--- config.mk ---
export PLATFORM = sky130hd
export DESIGN_NAME = nw_systolic_scorer
export DESIGN_NICKNAME = d
export VERILOG_FILES = /design/src/rtl/nw_systolic_scorer.sv
export SDC_FILE = /design/constraint.sdc
export NUM_CORES = 2
export LEC_CHECK = 0
export CAP_MARGIN = 5
export CORE_UTILIZATION = 30
export CTS_CLUSTER_DIAMETER = 80
export DETAILED_ROUTE_END_ITERATION = 7
export HOLD_SLACK_MARGIN = 0.08
export PLACE_DENSITY = 0.42
export RECOVER_POWER = 100
export SYNTH_ARGS = -nofsm -noshare
export SYNTH_HDL_FRONTEND = slang
export SYNTH_SLANG_ARGS = --single-unit
--- constraint.sdc ---
create_clock -name clk -period 10.3 [get_ports clk]
set_clock_uncertainty 0.15 [all_clocks]
set_input_delay 1.545 -clock clk [delete_from_list [all_inputs] [get_ports clk]]
set_output_delay 1.545 -clock clk [all_outputs]
set_load 0.01 [all_outputs]
--- src/rtl/nw_systolic_scorer.sv ---
// rtl/nw_systolic_scorer.sv - linear systolic Needleman-Wunsch global alignment scorer
// PE[k] holds query char s1[k] and produces row k+1 of H as target chars stream through.
module nw_systolic_scorer #(
   parameter int PE_COUNT = 8,
   parameter int CWIDTH   = 2,
   parameter int SWIDTH   = 16,
   parameter int LWIDTH   = 16,
   parameter int MATCH    = 1,
   parameter int MISMATCH = -1,
   parameter int INDEL    = -1
) (
   input  logic                               clk,
   input  logic                               rst_n,
   input  logic                               start,
   input  logic [$clog2(PE_COUNT+1)-1:0]      len1,
   input  logic [LWIDTH-1:0]                  len2,
   input  logic                               q_valid,
   output logic                               q_ready,
   input  logic [CWIDTH-1:0]                  q_char,
   input  logic                               t_valid,
   output logic                               t_ready,
   input  logic [CWIDTH-1:0]                  t_char,
   output logic                               busy,
   output logic signed [SWIDTH-1:0]           score,
   output logic                               score_valid,
   output logic                               err
);
   localparam int L1W = $clog2(PE_COUNT+1);
   localparam int PIW = (PE_COUNT > 1) ? $clog2(PE_COUNT) : 1;
   localparam logic signed [SWIDTH-1:0] S_MATCH    = SWIDTH'(MATCH);
   localparam logic signed [SWIDTH-1:0] S_MISMATCH = SWIDTH'(MISMATCH);
   localparam logic signed [SWIDTH-1:0] S_INDEL    = SWIDTH'(INDEL);

   typedef enum logic [2:0] {S_IDLE, S_LOAD, S_RUN, S_DRAIN, S_DONE} state_t;

   state_t                    state_q, state_d;
   logic [L1W-1:0]            len1_q, len1_d, qcnt_q, qcnt_d, dcnt_q, dcnt_d;
   logic [LWIDTH-1:0]         len2_q, len2_d, tcnt_q, tcnt_d;
   logic signed [SWIDTH-1:0]  score_q, score_d, zsum;
   logic                      err_q, err_d;
   logic                      start_ok, load_hs, acc, step;

   logic [CWIDTH-1:0]         c_q    [PE_COUNT];
   logic signed [SWIDTH-1:0]  h_q    [PE_COUNT];
   logic signed [SWIDTH-1:0]  diag_q [PE_COUNT];
   logic [CWIDTH-1:0]         tc_q   [PE_COUNT-1];
   logic [PE_COUNT-2:0]       v_q;
   logic signed [SWIDTH-1:0]  top_q;

   logic [CWIDTH-1:0]         cin_c [PE_COUNT];
   logic signed [SWIDTH-1:0]  ain_c [PE_COUNT];
   logic signed [SWIDTH-1:0]  nh_c  [PE_COUNT];
   logic [PE_COUNT-1:0]       vin_c;

   function automatic logic signed [SWIDTH-1:0] max3(input logic signed [SWIDTH-1:0] a,
                                                    input logic signed [SWIDTH-1:0] b,
                                                    input logic signed [SWIDTH-1:0] c);
      logic signed [SWIDTH-1:0] m;
      m = (a > b) ? a : b;
      return (m > c) ? m : c;
   endfunction

   // PE[0] takes the streamed char and the top boundary H[0][j]; later PEs take the previous stage
   always_comb begin
      cin_c[0] = t_char;
      ain_c[0] = top_q + S_INDEL;
      vin_c[0] = acc;
      for (int k = 1; k < PE_COUNT; k++) begin
         cin_c[k] = tc_q[k-1];
         ain_c[k] = h_q[k-1];
         vin_c[k] = v_q[k-1];
      end
      for (int k = 0; k < PE_COUNT; k++) begin
         nh_c[k] = max3(diag_q[k] + ((c_q[k] == cin_c[k]) ? S_MATCH : S_MISMATCH),
                        ain_c[k] + S_INDEL, h_q[k] + S_INDEL);
      end
   end

   always_ff @(posedge clk or negedge rst_n) begin
      if (!rst_n) begin
         top_q <= '0;
         v_q   <= '0;
         for (int k = 0; k < PE_COUNT; k++) begin
            c_q[k]    <= '0;
            h_q[k]    <= '0;
            diag_q[k] <= '0;
         end
         for (int k = 0; k < PE_COUNT-1; k++) tc_q[k] <= '0;
      end else if (start_ok) begin
         top_q <= '0;
         v_q   <= '0;
      end else if (load_hs) begin
         for (int k = 0; k < PE_COUNT; k++) begin
            if (qcnt_q == L1W'(k)) begin
               c_q[k]    <= q_char;
               h_q[k]    <= SWIDTH'((k+1)*INDEL);
               diag_q[k] <= SWIDTH'(k*INDEL);
            end
         end
      end else if (step) begin
         if (acc) top_q <= top_q + S_INDEL;
         for (int k = 0; k < PE_COUNT; k++) begin
            if (vin_c[k]) begin
               h_q[k]    <= nh_c[k];
               diag_q[k] <= ain_c[k];
            end
         end
         for (int k = 0; k < PE_COUNT-1; k++) begin
            v_q[k] <= vin_c[k];
            if (vin_c[k]) tc_q[k] <= cin_c[k];
         end
      end
   end

   always_ff @(posedge clk or negedge rst_n) begin
      if (!rst_n) begin
         state_q <= S_IDLE;
         len1_q  <= '0;
         len2_q  <= '0;
         qcnt_q  <= '0;
         tcnt_q  <= '0;
         dcnt_q  <= '0;
         score_q <= '0;
         err_q   <= 1'b0;
      end else begin
         state_q <= state_d;
         len1_q  <= len1_d;
         len2_q  <= len2_d;
         qcnt_q  <= qcnt_d;
         tcnt_q  <= tcnt_d;
         dcnt_q  <= dcnt_d;
         score_q <= score_d;
         err_q   <= err_d;
      end
   end

   always_comb begin
      state_d     = state_q;
      len1_d      = len1_q;
      len2_d      = len2_q;
      qcnt_d      = qcnt_q;
      tcnt_d      = tcnt_q;
      dcnt_d      = dcnt_q;
      score_d     = score_q;
      err_d       = err_q;
      start_ok    = 1'b0;
      load_hs     = 1'b0;
      acc         = 1'b0;
      step        = 1'b0;
      q_ready     = 1'b0;
      t_ready     = 1'b0;
      busy        = 1'b0;
      score_valid = 1'b0;
      zsum        = SWIDTH'(len1) + SWIDTH'(len2);
      case (state_q)
         S_IDLE, S_DONE: begin
            score_valid = (state_q == S_DONE);
            if (start) begin
               start_ok = 1'b1;
               len1_d   = len1;
               len2_d   = len2;
               err_d    = 1'b0;
               qcnt_d   = '0;
               tcnt_d   = '0;
               dcnt_d   = '0;
               if (len1 > L1W'(PE_COUNT)) begin
                  err_d   = 1'b1;
                  score_d = '0;
                  state_d = S_DONE;
               end else if (len1 == '0 || len2 == '0) begin
                  score_d = zsum * S_INDEL;
                  state_d = S_DONE;
               end else begin
                  state_d = S_LOAD;
               end
            end
         end
         S_LOAD: begin
            busy    = 1'b1;
            q_ready = 1'b1;
            if (q_valid) begin
               load_hs = 1'b1;
               qcnt_d  = qcnt_q + 1'b1;
               if (qcnt_q == len1_q - 1'b1) state_d = S_RUN;
            end
         end
         S_RUN: begin
            busy    = 1'b1;
            t_ready = 1'b1;
            if (t_valid) begin
               acc    = 1'b1;
               step   = 1'b1;
               tcnt_d = tcnt_q + 1'b1;
               if (tcnt_q == len2_q - 1'b1) state_d = S_DRAIN;
            end
         end
         S_DRAIN: begin
            // the last column needs len1-1 more steps to reach PE[len1-1]
            busy   = 1'b1;
            step   = 1'b1;
            dcnt_d = dcnt_q + 1'b1;
            if (dcnt_q == len1_q - 1'b1) begin
               score_d = h_q[PIW'(len1_q - 1'b1)];
               state_d = S_DONE;
            end
         end
         default: state_d = S_IDLE;
      endcase
   end

   assign score = score_q;
   assign err   = err_q;
endmodule

==> metrics.log <==
[metrics] outcome: complete, but fails checks
[metrics] violations in the final reports: max-capacitance violations, max-slew violations
[metrics] CTS tree: built
[metrics] width of the die: 340 um
[metrics] fmax: 0.106 GHz
[metrics] crit-path max FO: 14
[metrics] library cell contributing the largest single delay on the critical path: sky130_fd_sc_hd__a31oi_1
[metrics] initial antenna violation count: 8
[metrics] Final nets: 4421
[metrics] WL final: 120000 um
[metrics] number of buffer cells added on primary ports: 49
[metrics] area of the core: 113000 sq um
[metrics] FFs w/ async S/R, synth: 100%
[metrics] HPWL reported at the end of detailed placement: 93000 um
[metrics] Synth Net Count: 4435
[metrics] final global-route overflow total: 0
[metrics] Distinct cells, synth: 86
[metrics] Final Wtd Congestion: 0.853
[metrics] # resized after CTS: 0
[metrics] final hold violations: 0
[metrics] total of hold buffers inserted after clock tree synthesis: 0
[metrics] Max H-tree Level: 2
[metrics] die area: 116000 sq um
[metrics] overall track demand over capacity in global routing: 20.7%
[metrics] transition time of the tightest slew-check pin: 4.82 ns
[metrics] routed vias: 29480
[metrics] insertion delay of the later-clocked pin in the worst-skew pair: 0.67 ns
[metrics] number of max-capacitance violations reported: 16
[metrics] critical path class: primary input to flop
[metrics] Synth top area share: 27.2%
[metrics] vertical extent of the die: 340 um
[metrics] cell area after synthesis: 34300 sq um
[metrics] synthesized area divided by synthesized cell count: 8.61 sq um
[metrics] clock slew at the register clock pins of the worst setup and hold paths: 0.06 ns
[metrics] number of warnings printed during yosys synthesis: 0
[metrics] Clock Sink Count: 373
[metrics] most frequently used flop master after synthesis: sky130_fd_sc_hd__dfrtp_1
[metrics] first-pass GRT wire length: 186000 um
[metrics] maximum buffer depth of the clock tree: 3
[metrics] routed len/inst: 21.8 um
[metrics] TritonCTS Buffers: 54
[metrics] data arrival time of the critical path: 9.86 ns
[metrics] DRC errors left: 0
[metrics] unrepaired setup endpoints after global routing: no
[metrics] Via density: 5.34
[metrics] Period minus WS final: 9.42 ns
[metrics] DRC violation total after the first TritonRoute iteration: 1840
[metrics] Setup Fix Bufs, Post-CTS: 0
[metrics] pin count of the biggest net entering global routing: 133
[metrics] area leader, netlist: sky130_fd_sc_hd__dfrtp_1
[metrics] critical path startpoint category: primary input
[metrics] EDFF count, synth: 0
[metrics] TritonRoute pass-1 iters: 5
[metrics] most frequently used cell type in the post-synthesis netlist: sky130_fd_sc_hd__ha_1
[metrics] synth cell count leaders: 411 x sky130_fd_sc_hd__ha_1, 373 x sky130_fd_sc_hd__dfrtp_1, 358 x sky130_fd_sc_hd__nor2_1, 335 x sky130_fd_sc_hd__nand2_1, 246 x sky130_fd_sc_hd__inv_1
[metrics] register area share after synthesis: 27.2%
[metrics] number of global-route vias before repair: 29631
[metrics] area growth from synthesis to layout: 11.6%
[metrics] type of element capturing the critical path: flop
[metrics] cells taking the most area after synthesis: sky130_fd_sc_hd__dfrtp_1 27%, sky130_fd_sc_hd__ha_1 15%, sky130_fd_sc_hd__xnor2_1 4.6%, sky130_fd_sc_hd__nor2_1 3.9%, sky130_fd_sc_hd__nand2_1 3.7%
[metrics] register bit total from synthesis: 373
[metrics] Std-Cell Rows: 123
[metrics] num ports: 50
[metrics] Total Neg Setup Slack: 0 ns
[metrics] required time reported for the critical path endpoint: 10.75 ns
[metrics] Antenna diodes: 0
[metrics] Rel. slew slack: -221%
[metrics] fin crit share: 91.4%
[metrics] worst stage delay on the critical path: 0.83 ns
[metrics] CTS Root Buffer Type: sky130_fd_sc_hd__clkbuf_16
[metrics] Hold Crit Class: flop to flop
[metrics] post-detailed-route count of antenna-violating nets: 0
[metrics] fraction of final layout cells with drive strength greater than 1: 6.20%
[metrics] initial standard-cell utilization of the core: 30.4%
[metrics] setup-violating endpoint count in the final report: 0
[metrics] number of max-slew violations in the final report: 685
[metrics] Cells after Synth: 3986
## worst paths after layout
path                       cells after the start  slack (ns)       from         end
setup / recovery                              31        0.88  t_char[0]   ain_c[99]
hold / removal                                 2        0.33     v_q[2]      v_q[2]
setup reg to reg                              32        0.98   cin_c[1]      h_q[6]
hold reg to reg                                2        0.33     v_q[2]      v_q[2]
max in group asynchronous                      2        1.73      rst_n   len1_q[0]
min in group asynchronous                      1        2.46      rst_n  tcnt_q[10]
## sequential cells by signal (all words and copies together), names as in the netlist
register and flops:
len2_q 16, ain_c 112, dcnt_q 4, tcnt_q 16
err 1, top_q 16, diag_q 128, len1_q 4
score 16, c_q 16, h_q 16, v_q 7
qcnt_q 4, cin_c 14, state_q 3
## layout make-up
cell class / count / area, sq um
Tap cell: 1500 / 1880
Clock buffer: 72 / 1530
Fill cell: 11962 / 74700
Sequential cell: 373 / 9340
Clock inverter: 29 / 427
Timing Repair Buffer: 98 / 744
Inverter: 246 / 923
Multi-Input combinational cell: 3199 / 23500
## cells by family (layout without fill, tap and decap cells)
family | after synthesis | after routing | share of synthesized area [%]
AOI/OAI and AO/OA | 1016 | 1016 | 20.1
DFF | 373 | 373 | 27.2
xor gates and xnor gates | 298 | 298 | 7.63
buffers and inverters | 414 | 445 | 4.59
and+or+nand+nor | 1266 | 1266 | 17.7
muxes | 198 | 198 | 7.17
adders and majority gates | 421 | 421 | 15.5
## stage by stage
step           setup WS (ns)  utilization [%]  instance area [sq um]  hold WS, ns  instances
2_1_floorplan           2.19                -                  34300        0.297       3986
3_5_place_dp           0.710             32.3                  36500        0.313       5416
5_1_grt                0.192             33.9                  38300        0.347       5517
3_3_place_gp           0.751             32.3                  36500        0.310       5416
4_1_cts                 1.08             34.1                  38500        0.327       5517
6_report               0.882             33.9                  38300        0.330       5517
## cell usage in the layout, fill, tap and decap left out, types with 30 or more instances in the layout
master	Yosys	layout
sky130_fd_sc_hd__a21o_1	100	100
sky130_fd_sc_hd__or3_1	45	45
sky130_fd_sc_hd__mux2i_1	115	115
sky130_fd_sc_hd__mux2_2	47	45
sky130_fd_sc_hd__nor2_1	358	358
sky130_fd_sc_hd__clkbuf_16	0	54
sky130_fd_sc_hd__mux4_2	32	32
sky130_fd_sc_hd__and2_1	39	30
sky130_fd_sc_hd__nor3_1	111	111
sky130_fd_sc_hd__ha_1	411	411
sky130_fd_sc_hd__nand3_1	80	80
sky130_fd_sc_hd__clkbuf_1	145	36
sky130_fd_sc_hd__dfrtp_1	373	372
sky130_fd_sc_hd__nand4_1	68	68
sky130_fd_sc_hd__o21a_1	95	95
sky130_fd_sc_hd__o22a_1	91	91
sky130_fd_sc_hd__inv_1	246	246
sky130_fd_sc_hd__o21ai_0	179	178
sky130_fd_sc_hd__xor2_1	115	114
sky130_fd_sc_hd__a21oi_1	239	234
sky130_fd_sc_hd__nand2_1	335	334
sky130_fd_sc_hd__xnor2_1	182	182
sky130_fd_sc_hd__nor2b_1	60	60
sky130_fd_sc_hd__a31oi_1	47	48
## metal layers
metal,wire length (um),track usage [%]
met1,58300,29.1
met2,55000,33.9
met3,4250,2.32
met4,2630,4.72
met5,0,0
## critical path, delay by kind of cell
kind / cells / cell delay (ns)
multiplexers: 1 / 0.40
adder cells (fa/ha/maj): 3 / 1.04
AND/OR/NAND/NOR: 7 / 1.36
AO/OA/AOI/OAI: 13 / 3.38
XOR/XNOR: 2 / 0.37
buffers and inverters: 5 / 1.74
Power is left out: the tool's default activity adds up to more than one toggle a clock period on the data nets, which glitch-free logic cannot reach.
